## src/rtl/noekeon_round_ctrl.sv

```systemverilog
// noekeon_round_ctrl: sequences key preparation, the NR rounds and the final transform of the Noekeon datapath,
// generating forward (encrypt) or backward (decrypt) round constants.
module noekeon_round_ctrl #(
  parameter int         NR      = 16,
  parameter logic [7:0] RC_INIT = 8'h80,
  parameter logic [7:0] RC_POLY = 8'h1B
) (
  input  logic       inClk,
  input  logic       inReset,
  input  logic       inStart,
  input  logic       inDecrypt,
  input  logic       inAbort,
  output logic       outBusy,
  output logic       outDone,
  output logic       outWrKey,
  output logic       outKeyPrep,
  output logic       outWrInt,
  output logic       outFinal,
  output logic [7:0] outRcIn,
  output logic [7:0] outRcOut,
  output logic [4:0] outRound
);
  typedef enum logic [2:0] {IDLE, KEYLD, KEYPREP, ROUND, FINAL, DONE} state_t;
  function automatic logic [7:0] rc_fwd(input logic [7:0] r);
    return {r[6:0], 1'b0} ^ (r[7] ? RC_POLY : 8'h00);
  endfunction
  function automatic logic [7:0] rc_bwd(input logic [7:0] r);
    return r[0] ? (((r ^ RC_POLY) >> 1) | 8'h80) : (r >> 1);
  endfunction
  function automatic logic [7:0] rc_at(input int n);
    logic [7:0] r;
    r = RC_INIT;
    for (int i = 0; i < n; i++) r = rc_fwd(r);
    return r;
  endfunction
  // decryption walks the constant chain backwards from Rc[NR]
  localparam logic [7:0] RC_LAST = rc_at(NR);
  state_t     state, state_nx;
  logic [7:0] rc, rc_nx;
  logic [4:0] round, round_nx;
  logic       mode, mode_nx;
  logic       active;
  always_ff @(posedge inClk) begin
    if (!inReset) begin
      state <= IDLE;
      rc    <= RC_INIT;
      round <= '0;
      mode  <= 1'b0;
    end else begin
      state <= state_nx;
      rc    <= rc_nx;
      round <= round_nx;
      mode  <= mode_nx;
    end
  end
  always_comb begin
    state_nx = state;
    rc_nx    = rc;
    round_nx = round;
    mode_nx  = mode;
    case (state)
      IDLE: if (inStart) begin
        mode_nx  = inDecrypt;
        rc_nx    = inDecrypt ? RC_LAST : RC_INIT;
        state_nx = inDecrypt ? KEYLD : ROUND;
      end
      KEYLD:   state_nx = KEYPREP;
      KEYPREP: state_nx = ROUND;
      ROUND: begin
        rc_nx    = mode ? rc_bwd(rc) : rc_fwd(rc);
        round_nx = round + 5'd1;
        state_nx = (round == 5'(NR - 1)) ? FINAL : ROUND;
      end
      FINAL: state_nx = DONE;
      DONE: begin
        state_nx = IDLE;
        round_nx = '0;
      end
      default: state_nx = IDLE;
    endcase
    if (inAbort && state != IDLE) begin
      state_nx = IDLE;
      round_nx = '0;
      rc_nx    = RC_INIT;
    end
  end
  assign active     = (state == ROUND) || (state == FINAL);
  assign outBusy    = state != IDLE;
  assign outDone    = state == DONE;
  assign outWrKey   = state == KEYLD;
  assign outKeyPrep = state == KEYPREP;
  assign outWrInt   = active;
  assign outFinal   = state == FINAL;
  assign outRcIn    = (active && !mode) ? rc : 8'h00;
  assign outRcOut   = (active && mode) ? rc : 8'h00;
  assign outRound   = active ? round : 5'd0;
endmodule

```

## config.mk

```make
export PLATFORM = sky130hd
export DESIGN_NAME = noekeon_round_ctrl
export DESIGN_NICKNAME = d
export VERILOG_FILES = /design/src/rtl/noekeon_round_ctrl.sv
export SDC_FILE = /design/constraint.sdc
export NUM_CORES = 1
export LEC_CHECK = 0
export ABC_AREA = 0
export BUFFER_PORTS_ARGS = -buffer_cell sky130_fd_sc_hd__buf_2
export CORE_MARGIN = 5
export CORE_UTILIZATION = 42
export CTS_CLUSTER_SIZE = 25
export DETAILED_ROUTE_END_ITERATION = 6
export PLACE_DENSITY = 0.66
export SETUP_SLACK_MARGIN = 0.1
export SLEW_MARGIN = 10
export SYNTH_ARGS = -nofsm -noshare
export SYNTH_HDL_FRONTEND = slang
export SYNTH_SLANG_ARGS = --single-unit
export TNS_END_PERCENT = 30
```

## constraint.sdc

```tcl
create_clock -name inClk -period 2.02 [get_ports inClk]
set_clock_uncertainty 0.2 [all_clocks]
set_input_delay 0.404 -clock inClk [delete_from_list [all_inputs] [get_ports inClk]]
set_output_delay 0.404 -clock inClk [all_outputs]
set_load 0.05 [all_outputs]
```

-- Word-level counts from Yosys, hierarchy flattened
Index checks and enable logic that the tools add are counted.
W data, S select, Z words.
- register bits: 17
- bits of input ports: 5
- output and inout port bits: 27
- $add $sub $neg: 1
- eq/ne operators: 7
- multiplexer cells: 14
- bitwise logic cells: 3
- reduce and logical (&&, ||, !) cells: 12
- operators by type and width (cell ; count):
    $mux W8 ; 5
    $pmux W8 S2 ; 1
    $pmux W3 S5 ; 1
    $mux W5 ; 2
    $pmux W5 S2 ; 1
    $xor A8 B5 Y8 ; 1
    $mux W7 ; 1
    $eq A3 B2 Y1 const B ; 2
    $eq A3 B3 Y1 const B ; 2
    $mux W3 ; 2
    $add A5 B1 Y5 const B ; 1
    $eq A5 B4 Y1 const B ; 1
    $not A4 Y4 ; 1
    $reduce_and A2 Y1 ; 2
    $reduce_bool A2 Y1 ; 2
    $eq A3 B1 Y1 const B ; 1
    $logic_and A1 B1 Y1 ; 3
    $logic_not A3 Y1 ; 1
    $reduce_bool A3 Y1 ; 1
    $mux W2 ; 1
    $ne A2 B2 Y1 const B ; 1
    $reduce_or A2 Y1 ; 1
    $logic_not A1 Y1 ; 1
    $logic_or A1 B1 Y1 ; 1
    $not A1 Y1 ; 1

-- Logic depth before layout (Yosys ltp)
Gate-level depths: netlist of run 1.
- depth after elaboration: 4
- gate-level depth with buffers: 6

-- Worst setup path before layout of run 1
Ideal clock, no wire load.
- path type: register -> output
- start point: register state[1]
- end point: output port outKeyPrep
- arrival: 1.865 ns
- required time: 1.416 ns
- setup slack: -0.449 ns
- stages on the path, launching flop included: 3
- path buffers: 1
- cells stage by stage: dfxtp_1 buf_2 nor3b_1
- longest elaborated chain between the ends: 1
- RTL lines (element ; RTL line ; source):
    start: declaration ; 38 ; state_t state, state_nx;
    start signal: assignment ; 50 ; state <= state_nx;
    $eq A3 B2 Y1 ; 91 ; assign outKeyPrep = state == KEYPREP;
    end: declaration ; 16 ; output logic outKeyPrep,
Every way passes these cells.

-- Worst setup path in the final report of run 1
- start point: register state[0]
- end point: output port outRcIn[3]
- longest elaborated chain between the ends: 4
- elaborated cells on any way between the ends: 5
- those cells by class: eq/ne (2); mux (1); reduce/logical (2)
- RTL lines (element ; RTL line ; source):
    $eq A3 B2 Y1 or $eq A3 B3 Y1 (tied branches) ; 87 ; assign active = (state == ROUND) || (state == FINAL);
    $logic_or A1 B1 Y1 (*) ; 87 ;
    $logic_and A1 B1 Y1 (*) ; 94 ; assign outRcIn = (active && !mode) ? rc : 8'h00;
    $mux W8 (*) ; 94 ;
    end: declaration ; 19 ; output logic [7:0] outRcIn,
Every way passes the cells marked *; elsewhere a longest branch is shown, timed or not.

==> results.cfg, run 1 <==
[setup_path]
slowest_delay_ps = 410
rr_worst_depth = 4
crit_slowest_cell = or3b_4
required_ps = 1420
critPathCaptureType = primary output
reg2reg_to = rc[6]
critical_path.max_fanout = 8
critPathBufInv = 1
cp_cell_sequence = or3b_4, a21oi_4, and2_1, buf_6
r2r-start = state[2]
crit_type = register to primary output
cpLargestDelayFamily = simple AND/OR/NAND/NOR gates
start_kind = register
rrSetupSlack_ps = 250
critPathArrivalTime_ps = 1650

[placed_design]
hpwl_um = 2210
io_buffers = 31
dpl_worst_slack_ps = -36.2
post-place-cells = 202
gp_congestion = 0.784

[cells_and_area]
insertedDiodeCount = 0
area_delta_synth_final_pct = 36.3
nets = 183
drive_above_1_share = 0.423
fin_util = 0.594
n_fill_cell = 260
fin_cells = 206

[routing]
avgRoutedWirePerCell_um = 14.7
drt_wl_total_um = 3030
first_iter_violations = 39
viasPerCell = 5.50
drcViolationCount = 0
firstDrtPassIters = 4
ant_nets = 0
vias = 1133

[synthesis]
yosys_warnings = 0
synth_nets = 149
synth_top_cell_by_area = dfxtp_1
synth_area_sq_um = 1200
ys_top_cells_by_area = dfxtp_1 28%, and2_1 6.2%, and3_1 4.7%
yosysTopAreaCellShare = 0.283
async_reset_ff_frac = 0
synth_common_cells = 17 x dfxtp_1, 12 x and2_1, 9 x a21oi_1, 9 x and3_1, 9 x nand2_1
yosysMostFrequentCell = dfxtp_1
ys_ff_latch = 17
synth-edff-count = 0
ys_seq_area_frac = 0.283
synth_cell_types = 46
synth_top_flop_cell = dfxtp_1
avgSynthCellArea_sq_um = 8.47
syn_inst = 142

[sta]
fin_ws_ps = -236
fmax_ghz = 0.443
grt_setup_unrepaired = true
setup_viol = 23
period_needed_ps = 2260
worstMarginPinSlew_ps = 377
period_share = 1.12
setup_tns_ps = -3970
final_max_slew_viol_count = 0
maxSlewHeadroom = 0.748
hold_violations = 0

[clock_tree]
insertion_delay_ps = 300
cts_max_level = 1
cts.sinks = 17
path_clk_slew_ps = 110
clk_path_buf_depth = 2
cts_setup_buffers = 0
cts_root_buffer = clkbuf_4
cts_tree = done
cts_buffers = 3

[global_route]
grt_pass1_vias = 1075
grt_use_total = 0.151
grt_pass1_wl_um = 4980
antenna_found_initial = 0
grt_max_degree = 16
overflow = 0

[worst_hold_path]
hold_path_depth = 3
hp-class = input port to register
worstHoldStart = inDecrypt
hold_end = mode

[power]
ir_drop_uv = 433
power.density_nw_per_um2 = 501
p_leak_nw = 0.709

[die]
die_area_sq_um = 4030
die_h_um = 63.5
fp-row-count = 19
core_area_sq_um = 2760
initial_core_util = 0.436
io_pins = 32
die_x_um = 63.5

[job]
cap_violations = 0

[outcome]
violations = setup timing
outcome = complete, but fails checks
==> worst max-delay path by stage <==
| stage | from | endpoint | cells past startpoint |
|---|---|---|---|
| 2_1_floorplan | state[2] | outRound[4] | 3 |
| 3_3_place_gp | state[0] | outRcIn[3] | 4 |
| 3_5_place_dp | state[2] | outRcIn[1] | 4 |
| 4_1_cts | state[2] | outRcIn[1] | 4 |
| 5_1_grt | state[1] | outRcIn[0] | 4 |
| 6_report | state[0] | outRcIn[3] | 4 |
==> placed cells by master (no fill, tap or decap), types with 2 or more instances in the layout <==
master	Yosys	routed
a21boi_1	2	2
dfxtp_2	0	4
and3_4	0	4
and3_1	9	5
a21oi_1	9	8
dfxtp_1	17	13
inv_1	7	7
a21oi_4	0	2
mux2_2	2	2
buf_2	6	4
and2_1	12	9
clkbuf_4	0	3
nor2_1	2	2
ha_1	2	2
buf_4	1	23
nor3_1	4	4
nand2b_1	5	5
nand3b_1	2	2
and2_4	0	3
nand2_1	9	7
buf_8	0	3
a211oi_2	2	2
mux2i_1	2	2
o21ai_1	2	2
xor2_1	4	4
or3_1	3	3
nand3_1	7	7
buf_6	2	11
nor3b_2	0	2
o211ai_1	4	4
==> metal layers <==
| layer | global-route usage | up-vias | part of all wire |
|---|---|---|---|
| met4 | 0.0390 | 0 | 0.014 |
| li1 | - | 568 | - |
| met2 | 0.254 | 28 | 0.47 |
| met5 | 0 | - | 0 |
| met1 | 0.193 | 533 | 0.47 |
| met3 | 0.0320 | 4 | 0.045 |
==> cells by family (layout without fill, tap and decap cells) <==
family          Yosys count  in the layout  share of synthesized area
mux                       4              4                     0.0354
buf+inv                  19             52                     0.0812
compound gates           30             30                      0.196
xor+xnor                  5              5                     0.0364
fa+ha+maj                 2              2                     0.0208
flops                    17             17                      0.283
simple gates             65             65                      0.348
==> cell type report <==
type                    count  area [sq um]  share of cell area
well taps                  31          38.8              0.0237
clock buffers               3          22.5              0.0137
multi-input cells         106           840               0.512
inverters                   7          26.3              0.0160
clock inverters             1          5.00             0.00305
flip-flops and latches     17           345               0.211
repair buffers             41           362               0.221
==> sequential cells by signal, summed over array words and instances, names as in the netlist <==
signal / cells
mode: 1
round: 5
state: 3
rc: 8
==> report_power, final <==
group	internal, W	leakage, nW	total (W)	switching (W)
registers	0.000353	0.140	0.000382	0.0000282
logic	0.000104	0.551	0.000249	0.000145
clock network	0.0000737	0.0177	0.000191	0.000117
total	0.000531	0.709	0.000822	0.000291
==> worst min-delay path, stage by stage <==
cell	delay (ps)
buf_2	120
nand2_1	60
a21boi_1	50
==> what timing repair did <==
| item | in CTS | in global routing |
|---|---|---|
| hold endpoints to repair | 0 | 0 |
| pin swaps | 1 | 2 |
| resized for setup | 46 | 10 |
| hold buffers | 0 | 0 |
| endpoints found under the setup margin | 27 | 29 |
==> metrics by stage <==
step | power (W) | instance area [sq um] | hold slack (ps)
3_5_place_dp | 0.000613 | 1430 | 259
6_report | 0.000822 | 1640 | 175
5_1_grt | 0.000867 | 1640 | 169
2_1_floorplan | 0.000562 | 1250 | 248
3_3_place_gp | 0.000606 | 1430 | 256
4_1_cts | 0.000814 | 1600 | 182
Power figures use the tool's default switching activity.
==> run 2, diff against run 1 <==
Settings changed: CELL_PAD_IN_SITES_DETAIL_PLACEMENT from default to 2, CELL_PAD_IN_SITES_GLOBAL_PLACEMENT from default to 2, CORE_ASPECT_RATIO from default to 1.4, CORE_UTILIZATION 42 to 30, PLACE_DENSITY 0.66 to default, PLACE_DENSITY_LB_ADDON from default to 0.1.
==> results.cfg, run 2 (synthesis results as in run 1) <==
[die]
die_area_sq_um = 5390
io_pins = 32
core_area_sq_um = 3920
fp-row-count = 27
die_x_um = 63.5
initial_core_util = 0.307
die_h_um = 84.9

[outcome]
violations = setup timing
outcome = complete, but fails checks

[cells_and_area]
drive_above_1_share = 0.448
n_fill_cell = 424
fin_cells = 224
insertedDiodeCount = 0
reg_top3 = rc (8), round (5), state (3)
area_delta_synth_final_pct = 46.6
final_cell_mix = 23 x buf_4, 14 x dfxtp_1, 13 x buf_6, 8 x nand2_1, 8 x a21oi_1
layout_commonest_cell = buf_4
nets = 189
largest_register_ff_count = 8
regMostFlops = rc

[setup_path]
crit_type = register to primary output
critPathArrivalTime_ps = 1590
required_ps = 1420
critPathBufInv = 1
cp_cell_sequence = or3b_4, a21oi_4, and2_4, buf_8
start_kind = register
cpLargestDelayFamily = simple AND/OR/NAND/NOR gates
critPathCaptureType = primary output
slowest_delay_ps = 430
crit_slowest_cell = or3b_4
critical_path.max_fanout = 8

[power]
p_leak_nw = 0.736
power.density_nw_per_um2 = 526
ir_drop_uv = 259

[global_route]
overflow = 0
grt_use_total = 0.155
grt_max_degree = 19
grt_pass1_wl_um = 6690
grt_pass1_vias = 1343
antenna_found_initial = 0

[routing]
ant_nets = 0
drcViolationCount = 0
viasPerCell = 5.38
vias = 1204
drt_wl_total_um = 4020
firstDrtPassIters = 3
avgRoutedWirePerCell_um = 17.9
first_iter_violations = 16

[sta]
period_share = 1.08
fin_ws_ps = -169
setup_viol = 22
fmax_ghz = 0.457
maxSlewHeadroom = 0.588
hold_violations = 0
period_needed_ps = 2190
grt_setup_unrepaired = true
hold_slack_ps = 226
final_max_slew_viol_count = 0
worstMarginPinSlew_ps = 617

[clock_tree]
cts.sinks = 17
cts_tree = done
cts_max_level = 1
clk_path_buf_depth = 2
cts_buffers = 3
path_clk_slew_ps = 80
cts_root_buffer = clkbuf_8
insertion_delay_ps = 250

[worst_hold_path]
hp-class = input port to register

[placed_design]
io_buffers = 31
hpwl_um = 3130
gp_congestion = 0.715
post-place-cells = 218

[job]
cap_violations = 0
## run 2: where the power goes
| group | switching (W) | total [W] | leakage, nW | internal (W) |
|---|---|---|---|---|
| Clock | 0.000132 | 0.000269 | 0.0255 | 0.000137 |
| Combinational | 0.000154 | 0.000275 | 0.571 | 0.000120 |
| Sequential | 0.0000309 | 0.000384 | 0.139 | 0.000353 |
## run 2: cell type report
| cell class | count | area, sq um | area share |
|---|---|---|---|
| clock inverter | 1 | 5.00 | 0.00284 |
| inverter | 7 | 26.3 | 0.0149 |
| timing repair buffer | 47 | 454 | 0.258 |
| sequential | 17 | 344 | 0.195 |
| multi-input combinational | 106 | 838 | 0.476 |
| clock buffer | 3 | 41.3 | 0.0234 |
| tap | 43 | 53.8 | 0.0305 |
## run 2: per-stage QoR
| step | setup WS [ps] | setup TNS [ps] | power [W] | utilization | cell area, sq um |
|---|---|---|---|---|---|
| floorplan | -202 | -548 | 0.000562 | - | 1250 |
| global placement | 21.9 | 0 | 0.000623 | 0.377 | 1480 |
| detailed placement | -28.9 | -87.7 | 0.000633 | 0.377 | 1480 |
| CTS | -186 | -2970 | 0.000921 | 0.439 | 1720 |
| global route | -248 | -4170 | 0.000979 | 0.450 | 1760 |
| finish | -169 | -2720 | 0.000927 | 0.450 | 1760 |
## run 2: tightest hold or removal path: cells and delay by family
kind | cells | cell delay (ps)
AND/OR/NAND/NOR | 1 | 60
buffers and inverters | 1 | 120
AO/OA/AOI/OAI | 1 | 50
## run 2: path summary, 6_finish.rpt
kind             start          to  slack [ps]  cells after the start
min reg2reg   round[4]    round[4]         280                      2
max           state[2]  outRcIn[4]        -170                      4
max reg2reg   state[2]       rc[3]         130                      5
min          inDecrypt        mode         230                      3
## run 2: metal layers
metal	wire, um	vias to the layer above	part of all wire	GRT usage
li1	-	586	-	-
met1	1530	594	0.38	0.157
met2	2350	22	0.59	0.317
met3	113	2	0.028	0.0212
met4	24	0	0.0060	0.0397
met5	0	-	0	0
## run 2: what timing repair did
item,in CTS,in global routing
resized for setup,57,12
hold buffers,0,0
setup buffers,2,0
setup endpoints to repair,26,30
pin swaps,4,2
==> run 3, diff against run 2 <==
Settings changed: GPL_TIMING_DRIVEN from default to 0.
==> results.cfg, run 3 (synthesis results as in run 1) <==
[routing]
first_iter_violations = 29
vias = 1219
drcViolationCount = 0
ant_nets = 0
viasPerCell = 5.39
firstDrtPassIters = 4
avgRoutedWirePerCell_um = 17.6
drt_wl_total_um = 3970

[setup_path]
rrSetupSlack_ps = 220
crit_type = register to primary output
critPathArrivalTime_ps = 1620
crit_slowest_cell = or3b_4
required_ps = 1420
cp-startpoint = state[0]
critical_path.max_fanout = 8
cp_cell_sequence = or3b_4, a21oi_4, and2_1, buf_6
slowest_delay_ps = 440
r2r-start = state[0]
start_kind = register
rr_worst_depth = 5
critPathCaptureType = primary output

[clock_tree]
insertion_delay_ps = 260
cts_root_buffer = clkbuf_8
clk_path_buf_depth = 2
cts_tree = done
cts_hold_buffers = 0
path_clk_slew_ps = 70
cts_max_level = 1
cts_buffers = 3
cts.sinks = 17

[global_route]
grt_max_degree = 11
grt_use_total = 0.150
overflow = 0
grt_pass1_vias = 1337
antenna_found_initial = 0
grt_pass1_wl_um = 6510

[sta]
period_needed_ps = 2230
period_share = 1.10
maxSlewHeadroom = 0.709
hold_violations = 0
final_max_slew_viol_count = 0
fin_ws_ps = -206
worstMarginPinSlew_ps = 437
setup_viol = 25
fmax_ghz = 0.449
grt_setup_unrepaired = true

[die]
die_x_um = 63.5
io_pins = 32
fp-row-count = 27
die_area_sq_um = 5390
core_area_sq_um = 3920
die_h_um = 84.9
initial_core_util = 0.307

[cells_and_area]
layout_commonest_cell = buf_6
drive_above_1_share = 0.459
nets = 191
largest_register_ff_count = 8
area_delta_synth_final_pct = 51.5
insertedDiodeCount = 0
reg_top3 = rc (8), round (5), state (3)
regMostFlops = rc
final_cell_mix = 18 x buf_6, 13 x dfxtp_1, 11 x buf_8, 9 x buf_4, 9 x a21oi_1
fin_util = 0.465
n_fill_cell = 422

[job]
cap_violations = 0

[worst_hold_path]
worstHoldStart = inDecrypt
hp-class = input port to register
hold_path_depth = 3

[power]
ir_drop_uv = 364
p_leak_nw = 0.762
total_power_w = 0.000927
power.density_nw_per_um2 = 509

[placed_design]
gp_congestion = 0.670
io_buffers = 31
hpwl_um = 2990

[outcome]
outcome = complete, but fails checks
violations = setup timing
-- run 3: cell types whose count changed in the layout (fill, tap and decap cells not counted), moves of 2 or more --
cell	delta
buf_8	+6
dfxtp_4	+2
and2_1	-2
buf_4	-14
and2_4	+2
buf_2	+3
buf_6	+5
-- run 3: through the flow --
| step | cells | setup WS, ps | hold slack, ps | setup TNS (ps) | area [sq um] |
|---|---|---|---|---|---|
| 4_1_cts | 225 | -218 | 213 | -3690 | 1780 |
| 3_5_place_dp | 216 | -138 | 277 | -1860 | 1460 |
| 5_1_grt | 226 | -272 | 210 | -5000 | 1820 |
| 2_1_floorplan | 142 | -202 | 248 | -548 | 1250 |
| 6_report | 226 | -206 | 220 | -3580 | 1820 |
| 3_3_place_gp | 216 | -115 | 254 | -1360 | 1460 |
-- run 3: worst paths after layout --
kind,to
setup / recovery,outRcIn[6]
hold / removal,mode
setup reg to reg,rc[2]
hold reg to reg,round[4]
-- run 3: cell type report --
type	count	area [sq um]	area share
inverter	7	26.3	0.0144
tap	43	53.8	0.0295
clock inverter	1	5.00	0.00275
clock buffer	3	41.3	0.0227
sequential	17	350	0.192
multi-input combinational	106	832	0.457
buffer	12	106	0.0584
timing repair buffer	37	407	0.223
-- run 3: power by group --
group	total, W	switching [W]	internal [W]
Combinational	0.000283	0.000162	0.000121
Clock	0.000268	0.000130	0.000137
Sequential	0.000377	0.0000235	0.000353
-- run 3: routing by layer --
layer,vias up,routed length [um],GRT usage
met4,0,87,0.0681
met1,591,1530,0.157
met5,-,0,0
li1,588,-,-
met2,31,2220,0.288
met3,9,128,0.0199
-- run 3: timing repair --
item	CTS	global route
pin swaps	2	1
cloned	0	0
buffers inserted	5	1
endpoints found under the setup margin	27	27
resized for setup	76	11
-- run 3: critical path: cells and delay by family, from the launching register on --
kind | cells | cell delay (ps)
flip-flops | 1 | 350
AND/OR/NAND/NOR | 2 | 620
buffers and inverters | 1 | 160
AO/OA/AOI/OAI | 1 | 230
